==> src/rtl/spi_fl_sequencer_if.sv <==
// spi_fl_sequencer_if: host request/response bus plus the spi_master_fl field/handshake bundle.
// slave modport is the sequencer's view; master modport is the environment (host + flash controller).
interface spi_fl_sequencer_if;
  logic        req_valid;
  logic [1:0]  req_op;
  logic [23:0] req_addr;
  logic [31:0] req_wdata;
  logic        req_ready;
  logic        rsp_valid;
  logic [31:0] rsp_rdata;
  logic        rsp_err;
  logic [31:0] m_data_in;
  logic [23:0] m_address;
  logic [7:0]  m_command;
  logic [2:0]  m_commtype;
  logic [6:0]  m_ndata_bits;
  logic [9:0]  m_frame_struct;
  logic [1:0]  m_xipbit_en;
  logic [3:0]  m_dummy_cycles;
  logic        m_validflag;
  logic [31:0] m_data_out;
  logic        m_validflag_out;
  logic        m_tready;
  modport slave (
    input  req_valid, req_op, req_addr, req_wdata, m_data_out, m_validflag_out, m_tready,
    output req_ready, rsp_valid, rsp_rdata, rsp_err, m_data_in, m_address, m_command, m_commtype,
           m_ndata_bits, m_frame_struct, m_xipbit_en, m_dummy_cycles, m_validflag
  );
  modport master (
    output req_valid, req_op, req_addr, req_wdata, m_data_out, m_validflag_out, m_tready,
    input  req_ready, rsp_valid, rsp_rdata, rsp_err, m_data_in, m_address, m_command, m_commtype,
           m_ndata_bits, m_frame_struct, m_xipbit_en, m_dummy_cycles, m_validflag
  );
endinterface

==> src/rtl/spi_fl_sequencer.sv <==
// spi_fl_sequencer: turns host read/program/erase/status requests into spi_master_fl frame sequences.
// Ports: clk, rst (sync, active-high), bus (spi_fl_sequencer_if.slave: host req/rsp + flash controller fields).
module spi_fl_sequencer #(
  parameter logic [15:0] POLL_MAX         = 16'd65535,
  parameter logic [2:0]  CT_CMD           = 3'b000,
  parameter logic [2:0]  CT_CMD_ADDR      = 3'b010,
  parameter logic [2:0]  CT_CMD_ADDR_DATA = 3'b110,
  parameter logic [2:0]  CT_CMD_DATA      = 3'b100
) (
  input logic clk,
  input logic rst,
  spi_fl_sequencer_if.slave bus
);
  typedef enum logic [2:0] {IDLE, WREN, WREN_WAIT, OP, OP_WAIT, POLL, POLL_WAIT, RESP} state_t;
  typedef enum logic [1:0] {F_NONE, F_WREN, F_OP, F_POLL} frame_t;
  state_t state, state_n;
  frame_t frame_q, frame;
  logic [1:0] op, wait_cnt;
  logic [23:0] addr;
  logic [31:0] wdata, rdata;
  logic [15:0] poll_cnt;
  logic [7:0] status;
  logic err, wr_op, accept, issue, wait_done, capture, more, stat;
  // program and erase are the ops that need WREN first and WIP polling afterwards
  assign wr_op = ^op;
  assign accept = state == IDLE && bus.req_valid;
  assign issue = (state == WREN || state == OP || state == POLL) && bus.m_tready && !rst;
  // the controller's tready is stale for two cycles after a start pulse
  assign wait_done = wait_cnt == 2'd2 && bus.m_tready;
  assign capture = bus.m_validflag_out && ((state == OP_WAIT && !wr_op) || state == POLL_WAIT);
  // status byte may arrive on the same cycle the wait ends, so bypass the register
  assign status = bus.m_validflag_out ? bus.m_data_out[7:0] : rdata[7:0];
  assign more = {1'b0, poll_cnt} + 17'd1 < {1'b0, POLL_MAX};
  // fields follow the issue state, otherwise hold the last issued frame
  assign frame = state == WREN ? F_WREN : state == OP ? F_OP : state == POLL ? F_POLL : frame_q;
  always_ff @(posedge clk) state <= rst ? IDLE : state_n;
  always_comb begin
    state_n = state;
    case (state)
      IDLE:      state_n = bus.req_valid ? (^bus.req_op ? WREN : OP) : IDLE;
      WREN:      state_n = bus.m_tready ? WREN_WAIT : WREN;
      WREN_WAIT: state_n = wait_done ? OP : WREN_WAIT;
      OP:        state_n = bus.m_tready ? OP_WAIT : OP;
      OP_WAIT:   state_n = wait_done ? (wr_op ? POLL : RESP) : OP_WAIT;
      POLL:      state_n = bus.m_tready ? POLL_WAIT : POLL;
      POLL_WAIT: state_n = !wait_done ? POLL_WAIT : (status[0] && more ? POLL : RESP);
      default:   state_n = IDLE;
    endcase
  end
  always_ff @(posedge clk) begin
    if (rst) begin
      frame_q <= F_NONE;
      op <= '0;
      addr <= '0;
      wdata <= '0;
      rdata <= '0;
      err <= 1'b0;
      poll_cnt <= '0;
      wait_cnt <= '0;
    end else begin
      frame_q <= frame;
      wait_cnt <= issue ? 2'd0 : wait_cnt + {1'b0, wait_cnt != 2'd2};
      if (accept) begin
        op <= bus.req_op;
        addr <= bus.req_addr;
        wdata <= bus.req_wdata;
        rdata <= '0;
        err <= 1'b0;
      end
      if (capture) rdata <= state == OP_WAIT && op == 2'b00 ? bus.m_data_out : {24'd0, bus.m_data_out[7:0]};
      if (state == OP_WAIT && wait_done) poll_cnt <= '0;
      if (state == POLL_WAIT && wait_done && status[0]) begin
        poll_cnt <= poll_cnt + 16'd1;
        err <= !more;
      end
    end
  end
  always_comb begin
    stat = frame == F_POLL || (frame == F_OP && op == 2'b11);
    bus.req_ready = state == IDLE;
    bus.rsp_valid = state == RESP;
    bus.rsp_rdata = rdata;
    bus.rsp_err = err;
    bus.m_validflag = issue;
    bus.m_command = frame == F_WREN ? 8'h06 : stat ? 8'h05 : frame != F_OP ? 8'h00 :
                    op == 2'b00 ? 8'h03 : op == 2'b01 ? 8'h02 : 8'h20;
    bus.m_commtype = frame == F_WREN ? CT_CMD : stat ? CT_CMD_DATA : frame != F_OP ? 3'b000 :
                     op == 2'b10 ? CT_CMD_ADDR : CT_CMD_ADDR_DATA;
    bus.m_address = frame == F_OP && !stat ? addr : 24'd0;
    bus.m_data_in = frame == F_OP && op == 2'b01 ? wdata : 32'd0;
    bus.m_ndata_bits = stat ? 7'd8 : frame == F_OP && !op[1] ? 7'd32 : 7'd0;
    bus.m_frame_struct = '0;
    bus.m_xipbit_en = '0;
    bus.m_dummy_cycles = '0;
  end
endmodule

==> src/flat_wrapper.sv <==
// flat-port wrapper written by rule: the top's interface ports become plain ports
module spi_fl_sequencer_flat 
#(
  parameter logic [15:0] POLL_MAX         = 16'd65535,
  parameter logic [2:0]  CT_CMD           = 3'b000,
  parameter logic [2:0]  CT_CMD_ADDR      = 3'b010,
  parameter logic [2:0]  CT_CMD_ADDR_DATA = 3'b110,
  parameter logic [2:0]  CT_CMD_DATA      = 3'b100
)
  (clk, rst, bus_req_valid, bus_req_op, bus_req_addr, bus_req_wdata, bus_m_data_out, bus_m_validflag_out, bus_m_tready, bus_req_ready, bus_rsp_valid, bus_rsp_rdata, bus_rsp_err, bus_m_data_in, bus_m_address, bus_m_command, bus_m_commtype, bus_m_ndata_bits, bus_m_frame_struct, bus_m_xipbit_en, bus_m_dummy_cycles, bus_m_validflag);
  spi_fl_sequencer_if bus_i ();
  input logic clk;
  input logic rst;
  input wire logic [$bits(bus_i.req_valid)-1:0] bus_req_valid;
  input wire logic [$bits(bus_i.req_op)-1:0] bus_req_op;
  input wire logic [$bits(bus_i.req_addr)-1:0] bus_req_addr;
  input wire logic [$bits(bus_i.req_wdata)-1:0] bus_req_wdata;
  input wire logic [$bits(bus_i.m_data_out)-1:0] bus_m_data_out;
  input wire logic [$bits(bus_i.m_validflag_out)-1:0] bus_m_validflag_out;
  input wire logic [$bits(bus_i.m_tready)-1:0] bus_m_tready;
  output wire logic [$bits(bus_i.req_ready)-1:0] bus_req_ready;
  output wire logic [$bits(bus_i.rsp_valid)-1:0] bus_rsp_valid;
  output wire logic [$bits(bus_i.rsp_rdata)-1:0] bus_rsp_rdata;
  output wire logic [$bits(bus_i.rsp_err)-1:0] bus_rsp_err;
  output wire logic [$bits(bus_i.m_data_in)-1:0] bus_m_data_in;
  output wire logic [$bits(bus_i.m_address)-1:0] bus_m_address;
  output wire logic [$bits(bus_i.m_command)-1:0] bus_m_command;
  output wire logic [$bits(bus_i.m_commtype)-1:0] bus_m_commtype;
  output wire logic [$bits(bus_i.m_ndata_bits)-1:0] bus_m_ndata_bits;
  output wire logic [$bits(bus_i.m_frame_struct)-1:0] bus_m_frame_struct;
  output wire logic [$bits(bus_i.m_xipbit_en)-1:0] bus_m_xipbit_en;
  output wire logic [$bits(bus_i.m_dummy_cycles)-1:0] bus_m_dummy_cycles;
  output wire logic [$bits(bus_i.m_validflag)-1:0] bus_m_validflag;
  assign bus_i.req_valid = bus_req_valid;
  assign bus_i.req_op = bus_req_op;
  assign bus_i.req_addr = bus_req_addr;
  assign bus_i.req_wdata = bus_req_wdata;
  assign bus_i.m_data_out = bus_m_data_out;
  assign bus_i.m_validflag_out = bus_m_validflag_out;
  assign bus_i.m_tready = bus_m_tready;
  assign bus_req_ready = bus_i.req_ready;
  assign bus_rsp_valid = bus_i.rsp_valid;
  assign bus_rsp_rdata = bus_i.rsp_rdata;
  assign bus_rsp_err = bus_i.rsp_err;
  assign bus_m_data_in = bus_i.m_data_in;
  assign bus_m_address = bus_i.m_address;
  assign bus_m_command = bus_i.m_command;
  assign bus_m_commtype = bus_i.m_commtype;
  assign bus_m_ndata_bits = bus_i.m_ndata_bits;
  assign bus_m_frame_struct = bus_i.m_frame_struct;
  assign bus_m_xipbit_en = bus_i.m_xipbit_en;
  assign bus_m_dummy_cycles = bus_i.m_dummy_cycles;
  assign bus_m_validflag = bus_i.m_validflag;
  spi_fl_sequencer #(.POLL_MAX(POLL_MAX), .CT_CMD(CT_CMD), .CT_CMD_ADDR(CT_CMD_ADDR), .CT_CMD_ADDR_DATA(CT_CMD_ADDR_DATA), .CT_CMD_DATA(CT_CMD_DATA)) u_core (.clk(clk), .rst(rst), .bus(bus_i));
endmodule
==> config.mk <==
export PLATFORM = sky130hd
export DESIGN_NAME = spi_fl_sequencer_flat
export DESIGN_NICKNAME = d
export VERILOG_FILES = /design/src/rtl/spi_fl_sequencer_if.sv /design/src/rtl/spi_fl_sequencer.sv /design/src/flat_wrapper.sv
export SDC_FILE = /design/constraint.sdc
export NUM_CORES = 1
export LEC_CHECK = 0
export BUFFER_PORTS_ARGS = -buffer_cell sky130_fd_sc_hd__buf_2
export CAP_MARGIN = 5
export CORE_ASPECT_RATIO = 1.1
export CORE_MARGIN = 2
export CORE_UTILIZATION = 48
export DETAILED_ROUTE_END_ITERATION = 8
export GPL_ROUTABILITY_DRIVEN = 0
export HOLD_SLACK_MARGIN = 0.08
export PLACE_DENSITY = 0.8
export SLEW_MARGIN = 40
export SYNTH_ARGS = -nofsm -noshare
export SYNTH_HDL_FRONTEND = slang
export SYNTH_SLANG_ARGS = --single-unit
==> constraint.sdc <==
create_clock -name clk -period 2.1 [get_ports clk]
set_input_delay 0.42 -clock clk [delete_from_list [all_inputs] [get_ports clk]]
set_output_delay 0.42 -clock clk [all_outputs]
set_load 0.02 [all_outputs]
* Word level (Yosys, flattened, before mapping)
Cells that the tools add are included.
** Storage, ports and cells
- Word-level logic and storage cells :: 96
- Register bits :: 114
** Operators by class
- Eq/ne operators :: 16
- Add/sub/neg operators :: 3
- Mux-type cells :: 35
- $lt $le $gt $ge :: 1
- Reduce and logical (&&, ||, !) cells :: 32
** Operators by type and width (count)
- $mux 32 :: 4
- $mux 16 :: 2
- $mux 8 :: 4
- $mux 24 :: 1
- $mux 3 :: 8
- $pmux 3 s7 :: 1
- $add 16x1->17 const B :: 1
- $lt 17x16->1 const B :: 1
- $add 16x1->16 const B :: 1
- $mux 2 :: 8
- $logic_and 1x1->1 :: 15
- $eq 3x3->1 const B :: 4
- $mux 6 :: 2
- $eq 2x2->1 const B :: 5
- $mux 7 :: 1
- $eq 3x2->1 const B :: 2
- $reduce_bool 2->1 :: 3
- $logic_not 1->1 :: 5
- $eq 2x1->1 const B :: 2
- $logic_or 1x1->1 :: 4
- $mux 1 :: 4
- $ne 2x2->1 const B :: 2
- $reduce_xor 2->1 :: 2
- $eq 3x1->1 const B :: 1
- other kinds (4) :: 4

* Logic depth before layout (Yosys ltp)
Gate-level depths: netlist of the first run.
- Word-level depth :: 10
- Gate-level depth with buffers :: 9
- Depth with buffers taken out :: 7

* Worst setup path after synthesis of the first run
OpenSTA, ideal clock, no wires.
- Path type :: reg-to-output
- Start point :: register u_core.state[1]
- End point :: output bus_m_address[14]
- Stages on the path, launching flop included :: 7
- Path slack :: -0.159 ns
- Data arrival time :: 1.839 ns
- Buffers on the path :: 1
- Data required time :: 1.680 ns
- Cells stage by stage :: dfxtp_1 nand2b_1 a21boi_1 and2_1 and2b_1 clkbuf_1 and2_1
** On the way
- Longest elaborated chain between the ends :: 10
** RTL lines
- start, declared :: RTL line spi_fl_sequencer.sv:16 : state_t state, state_n;
- start signal, assigned :: RTL line spi_fl_sequencer.sv:36 : always_ff @(posedge clk) state <= rst ? IDLE : state_n;
- $eq 3x3->1 :: RTL line spi_fl_sequencer.sv:35 : assign frame = state == WREN ? F_WREN : state == OP ? F_OP : state == POLL ? F_POLL : frame_q;
- $mux 2 (2 in series) :: RTL line spi_fl_sequencer.sv:35
- $mux 2 (*) :: RTL line spi_fl_sequencer.sv:35
- $eq 2x2->1 :: RTL line spi_fl_sequencer.sv:79, spi_fl_sequencer.sv:89
- $logic_and 1x1->1 :: RTL line spi_fl_sequencer.sv:79 : stat = frame == F_POLL || (frame == F_OP && op == 2'b11);
- $logic_or 1x1->1 :: RTL line spi_fl_sequencer.sv:79
- $logic_not 1->1 :: RTL line spi_fl_sequencer.sv:89 : bus.m_address = frame == F_OP && !stat ? addr : 24'd0;
- $logic_and 1x1->1 (*) :: RTL line spi_fl_sequencer.sv:89
- $mux 24 (*) :: RTL line spi_fl_sequencer.sv:89
- end, declared :: RTL line flat_wrapper.sv:26 : output wire logic [$bits(bus_i.m_address)-1:0] bus_m_address;
Every way passes the cells marked *; elsewhere a longest branch is shown, timed or not.

* Worst setup path after layout of the first run
- Start point :: register u_core.state[1]
- End point :: output bus_m_data_in[1]
** On the way
- Longest elaborated chain between the ends :: 7
** RTL lines
- $eq 3x3->1 :: RTL line spi_fl_sequencer.sv:35
- $mux 2 (2 in series) :: RTL line spi_fl_sequencer.sv:35
- $mux 2 (*) :: RTL line spi_fl_sequencer.sv:35
- $eq 2x2->1 (*) :: RTL line spi_fl_sequencer.sv:90 : bus.m_data_in = frame == F_OP && op == 2'b01 ? wdata : 32'd0;
- $logic_and 1x1->1 (*) :: RTL line spi_fl_sequencer.sv:90
- $mux 32 (*) :: RTL line spi_fl_sequencer.sv:90
- end, declared :: RTL line flat_wrapper.sv:25 : output wire logic [$bits(bus_i.m_data_in)-1:0] bus_m_data_in;
Marked as above.

==> results of run 1 <==
worst max-delay path, delay by kind of cell (launching register included):
kind                   cells  cell delay (ns)
AOI/OAI and AO/OA          1             0.20
buffers and inverters      4             0.54
DFF                        1             0.34
and+or+nand+nor            4             0.55
per-stage QoR:
step / setup slack, ns / setup TNS [ns]
after detailed placement: 0.0495 / 0
after floorplan: -0.0102 / -0.0102
final: -0.353 / -17.00
after CTS: -0.257 / -12.76
after global placement: 0.0751 / 0
after global routing: -0.403 / -20.61
power breakdown:
group / switching, mW / internal (mW) / total [mW]
combinational: 0.719 / 0.614 / 1.33
clock: 0.966 / 2.00 / 2.96
sequential: 0.0762 / 2.29 / 2.37
cell type report:
type                       instances  area [µm²]
fill                             822        2990
multi-input combinational        508        2870
sequential                       114        2290
timing repair buffer             244        1840
clock buffer                      20         447
tap                              147         184
clock inverter                    11         161
inverter                          10        37.5
flip-flops by register name (all words and copies together) (netlist names):
register	flops
u_core.bus.rsp_rdata	32
u_core.poll_cnt	16
u_core.addr	24
u_core.frame_q	2
u_core.op	2
u_core.bus.rsp_err	1
u_core.wdata	32
u_core.state	3
u_core.wait_cnt	2
cells in the final DEF, fill, tap and decap left out, drive strengths merged, types with 3 or more instances in the layout:
master and count:
buf 243, nand2 143, dfxtp 114, a21oi 87, and2 61, nor2 50, a22oi 26, conb 26
clkbuf 21, nand3 16, o21ai 13, inv 10, nand4 8, ha 7, nor3b 6, nor4 6
clkinv 6, nor3 5, a31oi 5, and3 5, xor2 4, bufinv 4, a311oi 3, nand2b 3
timing repair:
item	CTS	global route
resized for setup	132	49
endpoints found under the hold margin	0	0
pin swaps	16	14
buffers inserted	8	4
hold buffers	0	0
setup endpoints to repair	62	65
gates cloned	3	2
per-layer routing:
| metal | GRT usage | vias up | routed length, µm |
|---|---|---|---|
| met5 | 0 | - | 0 |
| met4 | 0.0730 | 0 | 281 |
| met3 | 0.0760 | 35 | 1030 |
| met2 | 0.445 | 226 | 8330 |
| met1 | 0.298 | 2647 | 6490 |
| li1 | - | 2683 | - |
logic make-up after synthesis:
kind of cell	share of synthesized area
fa+ha+maj	0.0166
buf+inv	0.0808
simple gates	0.295
flops	0.432
mux	0.00379
xor+xnor	0.00995
other cells	0.000710
compound gates	0.161
path summary, 6_finish.rpt:
path	startpoint	to	slack (ns)	cells after the start
worst max-delay path	u_core.state[1]$_SDFF_PP0_	bus_m_data_in[1]	-0.35	9
worst min register to register	u_core.addr[17]$_SDFFE_PP0P_	u_core.addr[17]$_SDFFE_PP0P_	0.45	2
worst min-delay path	bus_req_wdata[22]	u_core.wdata[22]$_SDFFE_PP0P_	0.25	3
worst max register to register	u_core.wait_cnt[0]$_SDFF_PP0_	u_core.poll_cnt[10]$_SDFFE_PP0P_	0.09	8
==> metrics.cfg, run 1 <==
[run_status]
status = finished with violations
violations = negative setup slack

[sta]
finalHoldViolations = 0
tightest_slew_ns = 0.642
setup_viol = 60
rsz0062_at_grt = true
fmax_mhz = 408
whs_ns = 0.255
finClkSkew_ns = 0.0107
setup_slack_ns = -0.353
slew_headroom = 0.568
slew_violations = 0
min_period_ns = 2.45
fin_crit_sh = 1.17

[worst_setup_path]
critPathKind = register to output port
crit_required_ns = 1.68
slowest_delay_ns = 0.34
path_cells = nand2b_4, a21boi_4, buf_6, buf_6, nand2_4, nor2_4, buf_12, and2_1, buf_6
crit_top_cell = buf_6
arrival_ns = 2.03
crit_path_end_kind = output port
crit_fanout = 16
critPathLaunchType = register
crit_slowest_cell = dfxtp_2

[detailed_routing]
via_count = 5591
final_antenna_net_count = 0
wl_um = 16100
viasPerCell = 5.30
drc = 0
drt_iter0_markers = 326
drt_pre_antenna_iters = 5
routedWlPerCell_um = 15.3

[power_and_ir_drop]
irDropWorstVdd_mv = 0.709
total_power_mw = 6.66
p_leak_nw = 3.46
p_per_area_mw_per_mm2 = 852

[synth]
synth.most_common_cell = nand2_1
synthTopCellsByArea = dfxtp_1 43%, nand2_1 10%, a21oi_1 8.2%
seq_area_frac_synth = 0.432
synth_common_cells = 142 x nand2_1, 114 x dfxtp_1, 87 x a21oi_1, 61 x and2_1, 50 x nor2_1
synth_edf_count = 0
yosys_register_bits = 114
synth_top_area_cell = dfxtp_1
synth_cell_type_count = 53
avgSynthCellArea_um2 = 7.76
netlist_instances = 680
synth_flop_cell = dfxtp_1
synthArstFlopShare = 0
yosysWarnings = 0
syn_area_mm2 = 0.00528
yosysTopAreaCellShare = 0.432

[clocking]
cts.sinks = 114
cts_tree = built
insertion_delay_ns = 0.40
cts_max_level = 4
cts_made_buffers = 17
cts_buffer_depth = 2
clkTransAtPathRegs_ns = 0.05
cts_root_buf = clkbuf_16

[run]
max_cap_violations = 0

[placement]
post-place-cells = 1007
dp_hpwl_um = 9980
portBuffers = 194
placed_area_mm2 = 0.00645

[grt]
grt_usage = 0.252
overflow = 0
antenna_found_initial = 0
grt_pass1_wl_um = 24300
grt_max_degree = 48
grt_pass1_vias = 4996

[cells_and_area]
finish.instance_area_mm2 = 0.00783
drive_above_1_share = 0.376
nets = 997
area_delta_synth_final_pct = 48.2
final_util = 0.724
diodes = 0
instances_no_fill = 1054

[die]
fp.coreArea_mm2 = 0.0108
dieWidth_um = 104
die_h_um = 114
rows = 40
num_io_pins = 221
die_area_mm2 = 0.0119
initial_utilization = 0.488

[hold_path]
hold_path_class = primary input to register

Power figures use the tool's default switching activity.
==> inputs of run 2 (changes only) <==
SETUP_SLACK_MARGIN = 0.2   (was default)
==> metrics.cfg, run 2 (synthesis results as in run 1) <==
[run_status]
status = finished with violations  ; unchanged
violations = negative setup slack  ; unchanged

[worst_setup_path]
arrival_ns = 1.91  ; was 2.03 ns
crit_path_end_kind = output port  ; unchanged
crit_slowest_cell = dfxtp_2  ; unchanged
crit_required_ns = 1.68  ; about the same
ff2ff_setup_slack_ns = 0.19  ; was 0.09 ns
critPathKind = register to output port  ; unchanged
path_cells = nand2b_4, a21boi_4, and2_4, and2b_4, buf_16, and2_2, buf_6  ; was nand2b_4, a21boi_4, buf_6, buf_6, nand2_4, nor2_4, buf_12, and2_1, buf_6
critPathLaunchType = register  ; unchanged
slowest_delay_ns = 0.34  ; about the same
path_buf_inv = 2  ; was 4
crit_fanout = 12  ; was 16
critPathTopFamily = simple AND/OR/NAND/NOR gates  ; unchanged

[die]
rows = 40  ; unchanged
dieWidth_um = 104  ; unchanged
die_area_mm2 = 0.0119  ; unchanged
num_io_pins = 221  ; unchanged
fp.coreArea_mm2 = 0.0108  ; unchanged
die_h_um = 114  ; unchanged
initial_utilization = 0.488  ; unchanged

[grt]
grt_pass1_vias = 4964  ; was 4996
overflow = 0  ; unchanged
grt_usage = 0.248  ; was 0.252
grt_pass1_wl_um = 23700  ; was 24300 µm
antenna_found_initial = 0  ; unchanged
grt_max_degree = 49  ; was 48

[power_and_ir_drop]
p_comb_frac = 0.193  ; was 0.200
clockPowerShare = 0.452  ; was 0.445
power.internal_mw = 4.87  ; was 4.90 mW
swShare = 0.273  ; was 0.264
irDropWorstVdd_mv = 0.644  ; was 0.709 mV
p_leak_nw = 3.48  ; was 3.46 nW
total_power_mw = 6.70  ; was 6.66 mW
p_sw_mw = 1.83  ; was 1.76 mW
p_per_area_mw_per_mm2 = 835  ; was 852 mW/mm²
seqPwrFrac = 0.355  ; about the same

[cells_and_area]
diodes = 0  ; unchanged
area_delta_synth_final_pct = 51.9  ; was 48.2%
final_cell_mix = 139 x nand2_1, 129 x buf_2, 106 x dfxtp_1  ; was 141 x nand2_1, 136 x buf_2, 111 x dfxtp_1
final_common_cell = nand2_1  ; unchanged
seqCellArea_mm2 = 0.00230  ; was 0.00229 mm²
multi_input_area_mm2 = 0.00300  ; was 0.00287 mm²
n_fill_cell = 785  ; was 822
finish.instance_area_mm2 = 0.00802  ; was 0.00783 mm²
drive_above_1_share = 0.413  ; was 0.376
instances_no_fill = 1050  ; was 1054
nets = 992  ; was 997

[detailed_routing]
route.met2.wl_um = 8970  ; was 8330 µm
routedWlPerCell_um = 16.3  ; was 15.3 µm
viasPerCell = 5.34  ; was 5.30
final_antenna_net_count = 0  ; unchanged
maxUsedRoutingLayer = met4  ; unchanged
drt_iter0_markers = 503  ; was 326
wl_um = 17100  ; was 16100 µm
drt_pre_antenna_iters = 5  ; unchanged
met3_length_um = 1260  ; was 1030 µm
via_count = 5606  ; was 5591
wirelength_met1_um = 6480  ; was 6490 µm
drc = 0  ; unchanged

[hold_path]
hold_path_class = primary input to register  ; unchanged

[sta]
tightest_slew_ns = 0.504  ; was 0.642 ns
fin_crit_sh = 1.11  ; was 1.17
rsz0062_at_grt = true  ; unchanged
min_period_ns = 2.33  ; was 2.45 ns
setup_viol = 63  ; was 60
finalHoldViolations = 0  ; unchanged
fmax_mhz = 429  ; was 408 MHz
finClkSkew_ns = 0.0126  ; was 0.0107 ns
fin_setup_tns_ns = -10.57  ; was -17.00 ns
setup_slack_ns = -0.232  ; was -0.353 ns
slew_violations = 0  ; unchanged
slew_headroom = 0.664  ; was 0.568

[placement]
pre_cts_slack_ns = 0.0415  ; was 0.0495 ns
placed_area_mm2 = 0.00647  ; was 0.00645 mm²
portBuffers = 194  ; unchanged
post-place-cells = 1000  ; was 1007
dp_hpwl_um = 9790  ; was 9980 µm

[clocking]
cts_root_buf = clkbuf_16  ; unchanged
postCtsHoldBufs = 0  ; unchanged
cts_made_buffers = 17  ; unchanged
clkTransAtPathRegs_ns = 0.06  ; was 0.05 ns
cts_max_level = 4  ; unchanged
insertion_delay_ns = 0.41  ; was 0.40 ns
cts.sinks = 114  ; unchanged
cts_buffer_depth = 2  ; unchanged
cts_tree = built  ; unchanged

[run]
max_cap_violations = 0  ; unchanged

run 2: changes by cell type in the layout (fill, tap and decap cells not counted), moves of 5 or more:
cell and delta:
and2_1 -11, and2_2 +10, buf_2 -7, dfxtp_1 -5, buf_6 +11, buf_4 -10
run 2: worst paths after layout:
path,start,depth (start not counted),endpoint
max,u_core.state[1]$_SDFF_PP0_,7,bus_m_address[8]
min,bus_req_wdata[16],3,u_core.wdata[16]$_SDFFE_PP0P_
max reg2reg,u_core.state[0]$_SDFF_PP0_,4,u_core.poll_cnt[3]$_SDFFE_PP0P_
min reg2reg,u_core.addr[16]$_SDFFE_PP0P_,2,u_core.addr[16]$_SDFFE_PP0P_
run 2: per-layer routing:
layer  vias to the layer above  track usage
met4                         0        0.113
li1                       2663            -
met3                        37       0.0629
met1                      2632        0.285
met5                         -            0
met2                       274        0.439
run 2: timing repair:
item,CTS,global route
pin swaps,6,38
resized for setup,103,123
cloned,2,2
endpoints found under the setup margin,70,99
setup buffers,5,9
hold endpoints to repair,0,0
run 2: worst reg2reg max path, cell delays in order, from the launching register on:
cell     delay, ns
dfxtp_4       0.37
buf_4         0.19
or4_4         0.62
or4b_4        0.51
a21oi_2       0.15
run 2: metrics by stage:
stage	utilization	hold slack [ns]
2_1_floorplan	-	0.432
3_3_place_gp	0.599	0.438
3_5_place_dp	0.599	0.442
4_1_cts	0.695	0.242
5_1_grt	0.742	0.241
6_report	0.742	0.251
run 2: power by group through the flow:
stage          clock, mW  sequential (mW)  combinational [mW]
2_1_floorplan          0             2.38               0.662
3_3_place_gp           0             2.40               0.967
3_5_place_dp           0             2.40               0.981
4_1_cts             3.06             2.36                1.15
5_1_grt             3.21             2.38                1.38
6_report            3.03             2.37                1.29
run 2: area by class of cell:
class	count	share of cell area
Multi-Input combinational cell	508	0.374
Timing Repair Buffer	239	0.233
Clock inverter	13	0.0229
Sequential cell	114	0.287
Clock buffer	19	0.0552
Inverter	10	0.00468
Tap cell	147	0.0229
==> inputs of run 3 (changes only) <==
REMOVE_ABC_BUFFERS = 1   (was default)
==> metrics.cfg, run 3 (synthesis results as in run 1) <==
[detailed_routing]
drc = 0  ; unchanged
drt_pre_antenna_iters = 5  ; unchanged
routedWlPerCell_um = 16.7  ; was 16.3 µm
viasPerCell = 5.39  ; was 5.34
final_antenna_net_count = 0  ; unchanged
via_count = 5670  ; was 5606
wl_um = 17500  ; was 17100 µm
drt_iter0_markers = 351  ; was 503

[clocking]
cts_buffer_depth = 2  ; unchanged
cts_max_level = 4  ; unchanged
insertion_delay_ns = 0.41  ; about the same
cts_tree = built  ; unchanged
cts_root_buf = clkbuf_16  ; unchanged
cts_made_buffers = 17  ; unchanged
clkTransAtPathRegs_ns = 0.06  ; about the same
postCtsHoldBufs = 0  ; unchanged
cts.sinks = 114  ; unchanged

[placement]
placed_area_mm2 = 0.00639  ; was 0.00647 mm²
portBuffers = 194  ; unchanged
dp_hpwl_um = 9580  ; was 9790 µm
post-place-cells = 998  ; was 1000

[power_and_ir_drop]
p_leak_nw = 3.49  ; was 3.48 nW
p_per_area_mw_per_mm2 = 835  ; about the same
irDropWorstVdd_mv = 0.523  ; was 0.644 mV
total_power_mw = 6.67  ; was 6.70 mW

[sta]
finClkSkew_ns = 0.0116  ; was 0.0126 ns
rsz0062_at_grt = true  ; unchanged
setup_slack_ns = -0.291  ; was -0.232 ns
slew_violations = 0  ; unchanged
fin_crit_sh = 1.14  ; was 1.11
finalHoldViolations = 0  ; unchanged
setup_viol = 63  ; unchanged
fin_setup_tns_ns = -14.28  ; was -10.57 ns
fmax_mhz = 418  ; was 429 MHz
whs_ns = 0.240  ; was 0.251 ns
min_period_ns = 2.39  ; was 2.33 ns

[cells_and_area]
instances_no_fill = 1052  ; was 1050
final_cell_mix = 141 x nand2_1, 128 x buf_2, 103 x dfxtp_1  ; was 139 x nand2_1, 129 x buf_2, 106 x dfxtp_1
finish.instance_area_mm2 = 0.00799  ; was 0.00802 mm²
final_common_cell = nand2_1  ; unchanged
nets = 994  ; was 992
area_delta_synth_final_pct = 51.3  ; was 51.9%
diodes = 0  ; unchanged
drive_above_1_share = 0.399  ; was 0.413

[grt]
grt_max_degree = 76  ; was 49
overflow = 0  ; unchanged
grt_usage = 0.258  ; was 0.248
grt_pass1_wl_um = 24700  ; was 23700 µm
antenna_found_initial = 0  ; unchanged
grt_pass1_vias = 5099  ; was 4964

[die]
die_h_um = 114  ; unchanged
num_io_pins = 221  ; unchanged
rows = 40  ; unchanged
die_area_mm2 = 0.0119  ; unchanged
dieWidth_um = 104  ; unchanged
fp.coreArea_mm2 = 0.0108  ; unchanged
initial_utilization = 0.488  ; unchanged

[run_status]
violations = negative setup slack  ; unchanged
status = finished with violations  ; unchanged

[worst_setup_path]
crit_required_ns = 1.68  ; about the same
critPathKind = register to output port  ; unchanged
critPathLaunchType = register  ; unchanged
arrival_ns = 1.97  ; was 1.91 ns
crit_path_end_kind = output port  ; unchanged
rr_worst_depth = 6  ; was 4
crit_fanout = 7  ; was 12

[run]
max_cap_violations = 0  ; unchanged

[hold_path]
min_delay_path_depth = 3  ; unchanged
hold_path_class = primary input to register  ; unchanged

==> run 3: layout make-up <==
| type | count | area, µm² |
|---|---|---|
| clock buffer | 17 | 425 |
| timing repair buffer | 241 | 1890 |
| clock inverter | 15 | 171 |
| fill | 751 | 2820 |
| multi-input combinational | 508 | 2980 |
| sequential | 114 | 2310 |
| inverter | 10 | 37.5 |
| tap | 147 | 184 |
==> run 3: per-stage QoR <==
| step | worst slack, ns | utilization |
|---|---|---|
| 2_1_floorplan | -2.32 | - |
| 5_1_grt | -0.339 | 0.739 |
| 3_5_place_dp | 0.0654 | 0.591 |
| 4_1_cts | -0.238 | 0.707 |
| 6_report | -0.291 | 0.739 |
| 3_3_place_gp | 0.134 | 0.591 |
==> run 3: power breakdown <==
part | leakage, nW | switching (mW) | internal (mW) | total [mW]
combinational | 2.27 | 0.762 | 0.640 | 1.40
clock | 0.291 | 1.12 | 1.78 | 2.89
sequential | 0.934 | 0.0853 | 2.29 | 2.37
==> run 3: path summary, 6_finish.rpt <==
path | start | end | slack (ns)
max | u_core.state[1]$_SDFF_PP0_ | bus_m_address[7] | -0.29
min | bus_req_wdata[8] | u_core.wdata[8]$_SDFFE_PP0P_ | 0.24
max reg2reg | u_core.state[0]$_SDFF_PP0_ | u_core.poll_cnt[12]$_SDFFE_PP0P_ | 0.23
min reg2reg | u_core.wdata[1]$_SDFFE_PP0P_ | u_core.wdata[1]$_SDFFE_PP0P_ | 0.45
==> run 3: timing repair <==
action	4_1_cts	5_1_grt
setup endpoints to repair	69	90
hold endpoints to repair	0	0
buffers inserted	12	6
gates cloned	2	2
gates resized for setup	162	73
pin swaps	21	12
==> run 3: critical path, cell delays in order, from the launching register on <==
cell and delay (ns):
dfxtp_2 0.34, nand2b_4 0.14, a21boi_4 0.18, and2_4 0.16, and2b_4 0.19, buf_6 0.13
buf_16 0.12, and2_1 0.16, buf_6 0.13
==> run 3: metal layers <==
metal  global-route usage  share of wire  vias up
met5                    0              0        -
met4                0.102          0.035        0
met3               0.0726          0.067       56
met2                0.455           0.51      286
met1                0.298           0.39     2659
li1                     -              -     2669
